$ cat config.mk
export PLATFORM = sky130hd
export DESIGN_NAME = mul_seq_unit
export DESIGN_NICKNAME = d
export VERILOG_FILES = /design/src/rtl/mul_pkg.sv /design/src/rtl/mul_shift_add_dp.sv /design/src/rtl/mul_seq_unit.sv
export SDC_FILE = /design/constraint.sdc
export NUM_CORES = 1
export LEC_CHECK = 0
export ABC_CLOCK_PERIOD_IN_PS = 5600
export BUFFER_PORTS_ARGS = -buffer_cell sky130_fd_sc_hd__buf_4
export CAP_MARGIN = 15
export CORE_MARGIN = 2
export CORE_UTILIZATION = 45
export CTS_CLUSTER_SIZE = 12
export DETAILED_ROUTE_END_ITERATION = 10
export PLACE_DENSITY = 0.63
export SLEW_MARGIN = 20
export SYNTH_ARGS = -nofsm -noshare
export SYNTH_HDL_FRONTEND = slang
export SYNTH_SLANG_ARGS = --single-unit
$ cat constraint.sdc
create_clock -name clk -period 5.6 [get_ports clk]
set_clock_uncertainty 0.15 [all_clocks]
set_input_delay 1.12 -clock clk [delete_from_list [all_inputs] [get_ports clk]]
set_output_delay 1.12 -clock clk [all_outputs]
set_load 0.01 [all_outputs]
$ cat src/rtl/mul_pkg.sv
// Shared types and constants for the iterative RV64M multiply sequencer.
// Included by the sequencer FSM and its shift-add datapath.
package mul_pkg;

   typedef enum logic [2:0] {
      MS_IDLE,
      MS_PREP,
      MS_RUN,
      MS_FIX,
      MS_DONE
   } mul_state_e;

   localparam logic [2:0] F3_MUL    = 3'b000;
   localparam logic [2:0] F3_MULH   = 3'b001;
   localparam logic [2:0] F3_MULHSU = 3'b010;
   localparam logic [2:0] F3_MULHU  = 3'b011;

   localparam logic [6:0] F7_MULDIV = 7'b0000001;
   localparam logic [6:0] OPC_RTYPE = 7'b0110011;

   function automatic logic a_is_signed(
      input logic [2:0] f3
   );
      return f3 != F3_MULHU;
   endfunction

   function automatic logic b_is_signed(
      input logic [2:0] f3
   );
      return (f3 == F3_MUL) || (f3 == F3_MULH);
   endfunction

   function automatic logic is_mul_class(
      input logic [6:0] opc,
      input logic [6:0] f7,
      input logic [2:0] f3
   );
      return (opc == OPC_RTYPE) &&
             (f7 == F7_MULDIV) && !f3[2];
   endfunction

endpackage

$ cat src/rtl/mul_shift_add_dp.sv
// Shift-add datapath: product register, multiplicand, one
// add/shift step per strobe and the final sign correction.
module mul_shift_add_dp
   import mul_pkg::*;
#(
   parameter int DATA_W = 64
) (
   input  logic                  clk,
   input  logic                  arst_n,
   input  logic                  i_load,
   input  logic                  i_step,
   input  logic                  i_fix,
   input  logic                  i_neg,
   input  logic [DATA_W-1:0]     i_mag_a,
   input  logic [DATA_W-1:0]     i_mag_b,
   output logic [2*DATA_W-1:0]   o_fixed
);

   logic [2*DATA_W-1:0] r_prod;
   logic [DATA_W-1:0]   r_mcand;
   logic [DATA_W:0]     w_sum;
   logic [DATA_W:0]     w_addend;
   logic [2*DATA_W-1:0] w_next;
   logic [2*DATA_W-1:0] w_neg;

   assign w_addend = r_prod[0] ?
                     {1'b0, r_mcand} : '0;
   assign w_sum    = {1'b0, r_prod[2*DATA_W-1:DATA_W]}
                     + w_addend;
   // Sum carry becomes the new top bit after the shift.
   assign w_next   = {w_sum, r_prod[DATA_W-1:1]};
   assign w_neg    = -r_prod;
   assign o_fixed  = i_neg ? w_neg : r_prod;

   always_ff @(posedge clk or negedge arst_n) begin
      if (!arst_n) begin
         r_prod  <= '0;
         r_mcand <= '0;
      end else if (i_load) begin
         r_prod  <= {{DATA_W{1'b0}}, i_mag_b};
         r_mcand <= i_mag_a;
      end else if (i_step) begin
         r_prod  <= w_next;
      end else if (i_fix) begin
         r_prod  <= o_fixed;
      end
   end

endmodule

$ cat src/rtl/mul_seq_unit.sv
// Iterative RV64M multiply sequencer for EX: stalls the pipe
// while shifting, then releases it for one cycle with done.
module mul_seq_unit
   import mul_pkg::*;
#(
   parameter int DATA_W = 64
) (
   input  logic              clk,
   input  logic              arst_n,
   input  logic              enable,
   input  logic              start,
   input  logic              flush,
   input  logic [2:0]        func3,
   input  logic [DATA_W-1:0] op_a,
   input  logic [DATA_W-1:0] op_b,
   output logic              stall,
   output logic              done,
   output logic [DATA_W-1:0] result
);

   localparam int CW = $clog2(DATA_W);

   mul_state_e          r_state;
   logic [CW-1:0]       r_cnt;
   logic [DATA_W-1:0]   r_a;
   logic [DATA_W-1:0]   r_b;
   logic [2:0]          r_f3;
   logic                r_neg;
   logic                r_done;
   logic [DATA_W-1:0]   r_result;

   logic                w_sa;
   logic                w_sb;
   logic [DATA_W-1:0]   w_mag_a;
   logic [DATA_W-1:0]   w_mag_b;
   logic                w_go;
   logic                w_load;
   logic                w_step;
   logic                w_fix;
   logic                w_last;
   logic [2*DATA_W-1:0] w_fixed;

   assign w_sa    = a_is_signed(r_f3) & r_a[DATA_W-1];
   assign w_sb    = b_is_signed(r_f3) & r_b[DATA_W-1];
   // The most-negative value still fits as unsigned magnitude.
   assign w_mag_a = w_sa ? -r_a : r_a;
   assign w_mag_b = w_sb ? -r_b : r_b;

   assign w_go    = enable & ~flush;
   assign w_load  = w_go & (r_state == MS_PREP);
   assign w_step  = w_go & (r_state == MS_RUN);
   assign w_fix   = w_go & (r_state == MS_FIX);
   assign w_last  = r_cnt == CW'(DATA_W - 1);

   assign stall = ((r_state == MS_IDLE) & start
                 | (r_state == MS_PREP)
                 | (r_state == MS_RUN)
                 | (r_state == MS_FIX)) & ~flush;
   assign done   = r_done;
   assign result = r_result;

   mul_shift_add_dp #(
      .DATA_W (DATA_W)
   ) u_dp (
      .clk     (clk),
      .arst_n  (arst_n),
      .i_load  (w_load),
      .i_step  (w_step),
      .i_fix   (w_fix),
      .i_neg   (r_neg),
      .i_mag_a (w_mag_a),
      .i_mag_b (w_mag_b),
      .o_fixed (w_fixed)
   );

   always_ff @(posedge clk or negedge arst_n) begin
      if (!arst_n) begin
         r_state  <= MS_IDLE;
         r_cnt    <= '0;
         r_a      <= '0;
         r_b      <= '0;
         r_f3     <= '0;
         r_neg    <= 1'b0;
         r_done   <= 1'b0;
         r_result <= '0;
      end else if (enable) begin
         if (flush) begin
            r_state <= MS_IDLE;
            r_done  <= 1'b0;
         end else begin
            unique case (r_state)
               MS_IDLE: begin
                  if (start) begin
                     r_a     <= op_a;
                     r_b     <= op_b;
                     r_f3    <= func3;
                     r_state <= MS_PREP;
                  end
               end
               MS_PREP: begin
                  r_neg   <= w_sa ^ w_sb;
                  r_cnt   <= '0;
                  r_state <= MS_RUN;
               end
               MS_RUN: begin
                  r_cnt <= r_cnt + 1'b1;
                  if (w_last) r_state <= MS_FIX;
               end
               MS_FIX: begin
                  r_result <= (r_f3 == F3_MUL) ?
                     w_fixed[DATA_W-1:0] :
                     w_fixed[2*DATA_W-1:DATA_W];
                  r_done   <= 1'b1;
                  r_state  <= MS_DONE;
               end
               MS_DONE: begin
                  r_done  <= 1'b0;
                  r_state <= MS_IDLE;
               end
               default: r_state <= MS_IDLE;
            endcase
         end
      end
   end

endmodule

Word-level counts from Yosys, hierarchy flattened --
Index checks and enable logic that the tools add are counted.
Cells by class: reductions and logical operators 12, equal/unequal tests 9, bitwise operators 13, multiply operators 0, shifts and indexed selects 0, order comparisons 0, divide/modulo/power cells 0, $add $sub $neg 5, multiplexer cells 15
Operators by type and width (count):
- $mux W128 | 4
- $mux W64 | 4
- $neg A128 Y128 | 1
- $neg A64 Y64 | 2
- $add A64 B65 Y65 | 1
- $pmux W3 S4 | 1
- $pmux W6 S2 | 1
- $reduce_and A3 Y1 | 4
- $mux W3 | 3
- $and A1 B1 Y1 | 8
- $add A6 B1 Y6 const B | 1
- $eq A3 B1 Y1 const B | 2
- $eq A3 B2 Y1 const B | 2
- $eq A6 B6 Y1 const B | 1
- $logic_not A3 Y1 | 2
- $ne A3 B3 Y1 const B | 2
- $reduce_bool A3 Y1 | 2
- $reduce_and A4 Y1 | 1
- $eq A3 B3 Y1 const B | 1
- $ne A3 B2 Y1 const B | 1
- $or A1 B1 Y1 | 3
- $pmux W1 S2 | 1
- $reduce_and A2 Y1 | 1
- $reduce_bool A2 Y1 | 1
- other kinds (4) | 4
Word-level totals: bits in registers 398, memories kept 0, memory bits (read-only) 0, bits in latches 0, RAM bits 0

Logic depth before layout (Yosys ltp) --
depth after elaboration 6, gate-level depth with buffers 15, depth with buffers taken out 14

By module --
A second synthesis with hierarchy kept.
Second synthesis, totals: cell total of the unflattened synthesis 3126, area total of the unflattened synthesis 27901.8 um^2
Modules (own cells, without submodules):
- mul_shift_add_dp | sequential area each 4804.6 um^2, times used 1, area an instance 16652.2 um^2, cells each 2044
- mul_seq_unit | sequential area each 5154.9 um^2, times used 1, area an instance 11249.5 um^2, cells each 1082

Worst setup path before layout --
No wires, ideal clock.
kind reg2reg, from register u_dp.r_prod[0], to register u_dp.r_prod[121], setup time 0.133 ns, stages on the path, launching flop included 15, path buffers 3, arrival time 3.519 ns, path slack 1.798 ns, path through dfrtp_1 clkbuf_1 clkbuf_1 and2_1 ha_1 clkbuf_1 a21oi_1 o2111ai_1 a221o_1 o41ai_1 o31ai_1 a31oi_1 o21ai_0 xnor2_1 o21ai_0
Between the ends: cells in the longest elaborated chain, start to end 5
RTL lines:
- start, declared | RTL line mul_shift_add_dp.sv:19 | logic [2*DATA_W-1:0] r_prod;
- start signal, assigned | RTL line mul_shift_add_dp.sv:40 | r_prod <= {{DATA_W{1'b0}}, i_mag_b};
- start signal, assigned | RTL line mul_shift_add_dp.sv:43 | r_prod <= w_next;
- start signal, assigned | RTL line mul_shift_add_dp.sv:45 | r_prod <= o_fixed;
- $neg A128 Y128 | RTL line mul_shift_add_dp.sv:32 | assign w_neg = -r_prod;
- $mux W128 | RTL line mul_shift_add_dp.sv:33 | assign o_fixed = i_neg ? w_neg : r_prod;
- $mux W128 | RTL line mul_shift_add_dp.sv:44 | end else if (i_fix) begin
- $mux W128 * | RTL line mul_shift_add_dp.sv:42 | end else if (i_step) begin
- $mux W128 * | RTL line mul_shift_add_dp.sv:39 | end else if (i_load) begin
Mark *: on every way between the ends. The rest lies on a longest branch, timed or not. The select of a mux whose other input is x is not followed. A chain may end at the register's enable or synchronous reset.

Worst setup path in the final report --
from register u_dp.r_prod[0], to register u_dp.r_prod[125]
The elaborated chain is that of the path after synthesis.

==> qor.json <==
{
  "drcViolationCount": {"value": 0},
  "r2r_cells": {"value": 15},
  "syn-mean-instance-area": {"value": 8.49, "unit": "um2"},
  "htree_levels": {"value": 2},
  "reg2reg_from": {"value": "u_dp.r_prod[0]"},
  "critical_path_cell_count": {"value": 15},
  "pin_count": {"value": 202},
  "start_util": {"value": 0.455},
  "final_area": {"value": 0.0307, "unit": "mm2"},
  "outcome": {"value": "completed"},
  "synthMostInstantiatedCell": {"value": "dfrtp_1"},
  "synth_top_flop_cell": {"value": "dfrtp_1"},
  "synthTopCellsByArea": {"value": "dfrtp_1 37%, o21ai_0 5.8%, mux2_2 5.6%"},
  "route.vias.total": {"value": 25100},
  "p_leak": {"value": 13.1, "unit": "nW"},
  "share_seq_of_total_power": {"value": 0.354},
  "die_area": {"value": 0.0617, "unit": "mm2"},
  "fill_cells": {"value": 5540},
  "pre_repair_dr_iteration_count": {"value": 6},
  "synth.cell_area": {"value": 0.0269, "unit": "mm2"},
  "clock_sinks": {"value": 398},
  "cts_root_buf": {"value": "clkbuf_16"},
  "post-route-period-util": {"value": 0.793},
  "worstSetupStartpoint": {"value": "u_dp.r_prod[0]"},
  "cts_inserted_buffers": {"value": 47},
  "worst_skew_pair.late_latency": {"value": 600, "unit": "ps"},
  "synthDominantCellAreaShare": {"value": 0.371},
  "fmax": {"value": 0.225, "unit": "GHz"},
  "cts_resized": {"value": 0},
  "setup_repair_after_global_routing_missed_its_margin": {"value": "no"},
  "clkSlewWorstSetupHoldPaths": {"value": 60, "unit": "ps"},
  "antenna_cells_inserted": {"value": 0},
  "yosys.area.top_type": {"value": "dfrtp_1"},
  "dpl.hpwl": {"value": 70300, "unit": "um"},
  "critical_path.max_stage_delay": {"value": 540, "unit": "ps"},
  "max-slew-margin-rel": {"value": 0.216},
  "hold_path.class": {"value": "reg2reg"},
  "die_height": {"value": 248, "unit": "um"},
  "biggest_fanout_along_the_worst_timing_path": {"value": 5},
  "first_iter_violations": {"value": 2416},
  "routed_wl": {"value": 94200, "unit": "um"},
  "detail_route.vias_per_cell": {"value": 6.15},
  "hp-start": {"value": "result[55]"},
  "reg2reg_slack": {"value": 1160, "unit": "ps"},
  "synth-seq-area-share": {"value": 0.371},
  "die-width": {"value": 248, "unit": "um"},
  "postRouteAntennaNets": {"value": 0},
  "timing.critical_path.max_delay_family": {"value": "compound AO/OA/AOI/OAI gates"},
  "path_common_cell": {"value": "o41ai_1"},
  "grt_pass1_wl": {"value": 145000, "unit": "um"},
  "finalWorstPathRequiredPeriod": {"value": 4440, "unit": "ps"},
  "power_density": {"value": 494, "unit": "mW/mm2"},
  "netlist_instances": {"value": 3166},
  "crit-reg2reg-capture": {"value": "u_dp.r_prod[125]"},
  "grtUsageTotal": {"value": 0.298},
  "route.detailed.wl_per_inst": {"value": 23.1, "unit": "um"},
  "core-area": {"value": 0.0590, "unit": "mm2"},
  "async_flop_share": {"value": 1.00},
  "clkPwrFrac": {"value": 0.203},
  "synth_warnings": {"value": 0},
  "tritoncts": {"value": "yes"},
  "port_buffer_count": {"value": 201},
  "synth.top_cells.by_count": {"value": "398 x dfrtp_1, 344 x nand2_1, 312 x o21ai_0, 281 x a21oi_1, 272 x nor2_1"},
  "place_congestion": {"value": 0.988},
  "worstPathRequired": {"value": 5910, "unit": "ps"},
  "worstSetupStartpointType": {"value": "flop"},
  "clk_path_buf_depth": {"value": 3},
  "critical_path.endpoint_type": {"value": "flop"},
  "whs_endpoint": {"value": "result[55]"},
  "finalSetupViolations": {"value": 0},
  "area_growth": {"value": 14.2, "unit": "%"},
  "slew_viol_final": {"value": 0},
  "synth_cell_types": {"value": 72},
  "ys_seq_elements": {"value": 398},
  "worst_path_max_delay_cell": {"value": "a2111oi_0"},
  "ir_worst_vdd": {"value": 0.000297, "unit": "V"},
  "crit_buf_inv": {"value": 2},
  "cts_post_setup_buffers_inserted": {"value": 0},
  "postCtsHoldBufs": {"value": 0},
  "critPathArrivalTime": {"value": 4750, "unit": "ps"},
  "setup_tns": {"value": 0, "unit": "ps"},
  "worst-slew-pin-transition": {"value": 1170, "unit": "ps"},
  "worst-setup-path-type": {"value": "reg2reg"},
  "grt_start_max_net_pins": {"value": 116},
  "fin_nets": {"value": 3471},
  "drive_gt1_frac": {"value": 0.158},
  "placement_rows": {"value": 89},
  "antenna_found_initial": {"value": 0},
  "crit_chain": {"value": "and2_1 > ha_1 > inv_1 > fa_1 > nor2b_1 > o2111ai_1 > a2111oi_0 > o31a_1 > o41ai_1 > o31ai_1 > a31oi_1 > buf_4 > o41ai_1 > xnor2_1 > o21ai_0"},
  "max-cap-violations": {"value": 0},
  "mappedNetlistNets": {"value": 3371},
  "timing.final.hold_violations": {"value": 0},
  "timing.hold.worst_path_depth": {"value": 2},
  "synth_edf_count": {"value": 0},
  "dpl_cell_area": {"value": 0.0292, "unit": "mm2"},
  "power.switching": {"value": 6.82, "unit": "mW"},
  "combinationalPowerShare": {"value": 0.443},
  "switching_portion_of_total_power": {"value": 0.450},
  "cellInternalPower": {"value": 8.35, "unit": "mW"},
  "globalRoute.totalOverflow": {"value": 0},
  "number_of_global_route_vias_before_repair": {"value": 23900}
}
==> how the worst max path moves through the flow <==
stage	to
floorplan	u_dp.r_prod[121]
global placement	u_dp.r_prod[120]
detailed placement	u_dp.r_prod[122]
CTS	u_dp.r_prod[122]
global route	u_dp.r_prod[125]
finish	u_dp.r_prod[125]
==> state kept, by name, indices dropped and copies added, names as in the netlist <==
name	count
r_cnt	6
r_f3	3
r_a	64
r_neg	1
result	64
done	1
u_dp.r_prod	128
r_state	3
u_dp.r_mcand	64
r_b	64
==> area by class of cell <==
cell class | count | area [um2] | share of cell area
clock buffers | 65 | 1400 | 0.0455
clock inverters | 19 | 133 | 0.00432
inverters | 40 | 150 | 0.00489
multi-input cells | 2525 | 16100 | 0.523
flip-flops and latches | 398 | 9960 | 0.325
well taps | 773 | 967 | 0.0315
repair buffers | 254 | 2020 | 0.0658
==> cells by family after synthesis <==
group / after synthesis / synth area share
buffers and inverters: 243 / 0.0343
and+or+nand+nor: 1043 / 0.184
xor gates and xnor gates: 307 / 0.100
muxes: 152 / 0.0628
AOI/OAI and AO/OA: 954 / 0.215
DFF: 398 / 0.371
adders and majority gates: 69 / 0.0324
==> cell usage in the layout, fill, tap and decap left out, types with 16 or more instances in the layout <==
cell type | netlist | layout
xnor2_1 | 138 | 138
o211ai_1 | 22 | 22
nor2_1 | 272 | 267
buf_4 | 0 | 244
or3_1 | 67 | 67
a211oi_1 | 37 | 37
or2_2 | 23 | 23
a31oi_1 | 31 | 31
o41ai_1 | 30 | 30
nand3_1 | 44 | 43
a22oi_1 | 26 | 26
a21o_1 | 35 | 35
and2_1 | 71 | 69
dfrtp_1 | 398 | 397
mux2i_1 | 18 | 18
nand4_1 | 25 | 25
o21ai_0 | 312 | 312
a21oi_1 | 281 | 281
nor3_1 | 70 | 69
nand2_1 | 344 | 340
xor2_1 | 169 | 169
o21bai_1 | 16 | 16
o31ai_1 | 62 | 62
nor4_1 | 23 | 23
inv_1 | 40 | 40
ha_1 | 68 | 68
mux2_2 | 134 | 134
nor2b_1 | 16 | 16
clkbuf_16 | 0 | 49
or4_1 | 34 | 34
==> through the flow <==
stage	hold slack (ps)	setup WS (ps)	instances	total power, mW	utilization
3_3_place_gp	307	1260	3990	11.8	0.494
2_1_floorplan	292	1800	3166	9.31	-
4_1_cts	324	1190	4074	15.1	0.520
6_report	318	1160	4074	15.2	0.520
3_5_place_dp	311	1220	3990	11.9	0.494
5_1_grt	345	806	4074	16.0	0.520
==> power by group through the flow <==
stage                     clock, mW  combinational (mW)  sequential [mW]
after global placement            0                6.48             5.33
after CTS                      3.12                6.61             5.33
after global routing           3.24                7.29             5.52
final                          3.08                6.72             5.37
after floorplan                   0                4.46             4.85
after detailed placement          0                6.58             5.37
==> per-layer routing <==
metal / GRT usage / vias to the layer above / routed length [um] / share of wire
met2: 0.452 / 1129 / 41500 / 0.44
met3: 0.0511 / 205 / 7930 / 0.084
met1: 0.415 / 12100 / 40300 / 0.43
met4: 0.138 / 0 / 4420 / 0.047
met5: 0 / - / 0 / 0
li1: - / 11600 / - / -
==> worst register-to-register path: stages, from the launching register on <==
cell,delay [ps]
dfrtp_1,400
and2_1,150
ha_1,200
inv_1,70
fa_1,390
nor2b_1,240
o2111ai_1,180
a2111oi_0,540
o31a_1,310
o41ai_1,180
o31ai_1,500
a31oi_1,190
buf_4,190
o41ai_1,410
xnor2_1,160
o21ai_0,80
No activity file was read; power rests on OpenSTA's default activity.
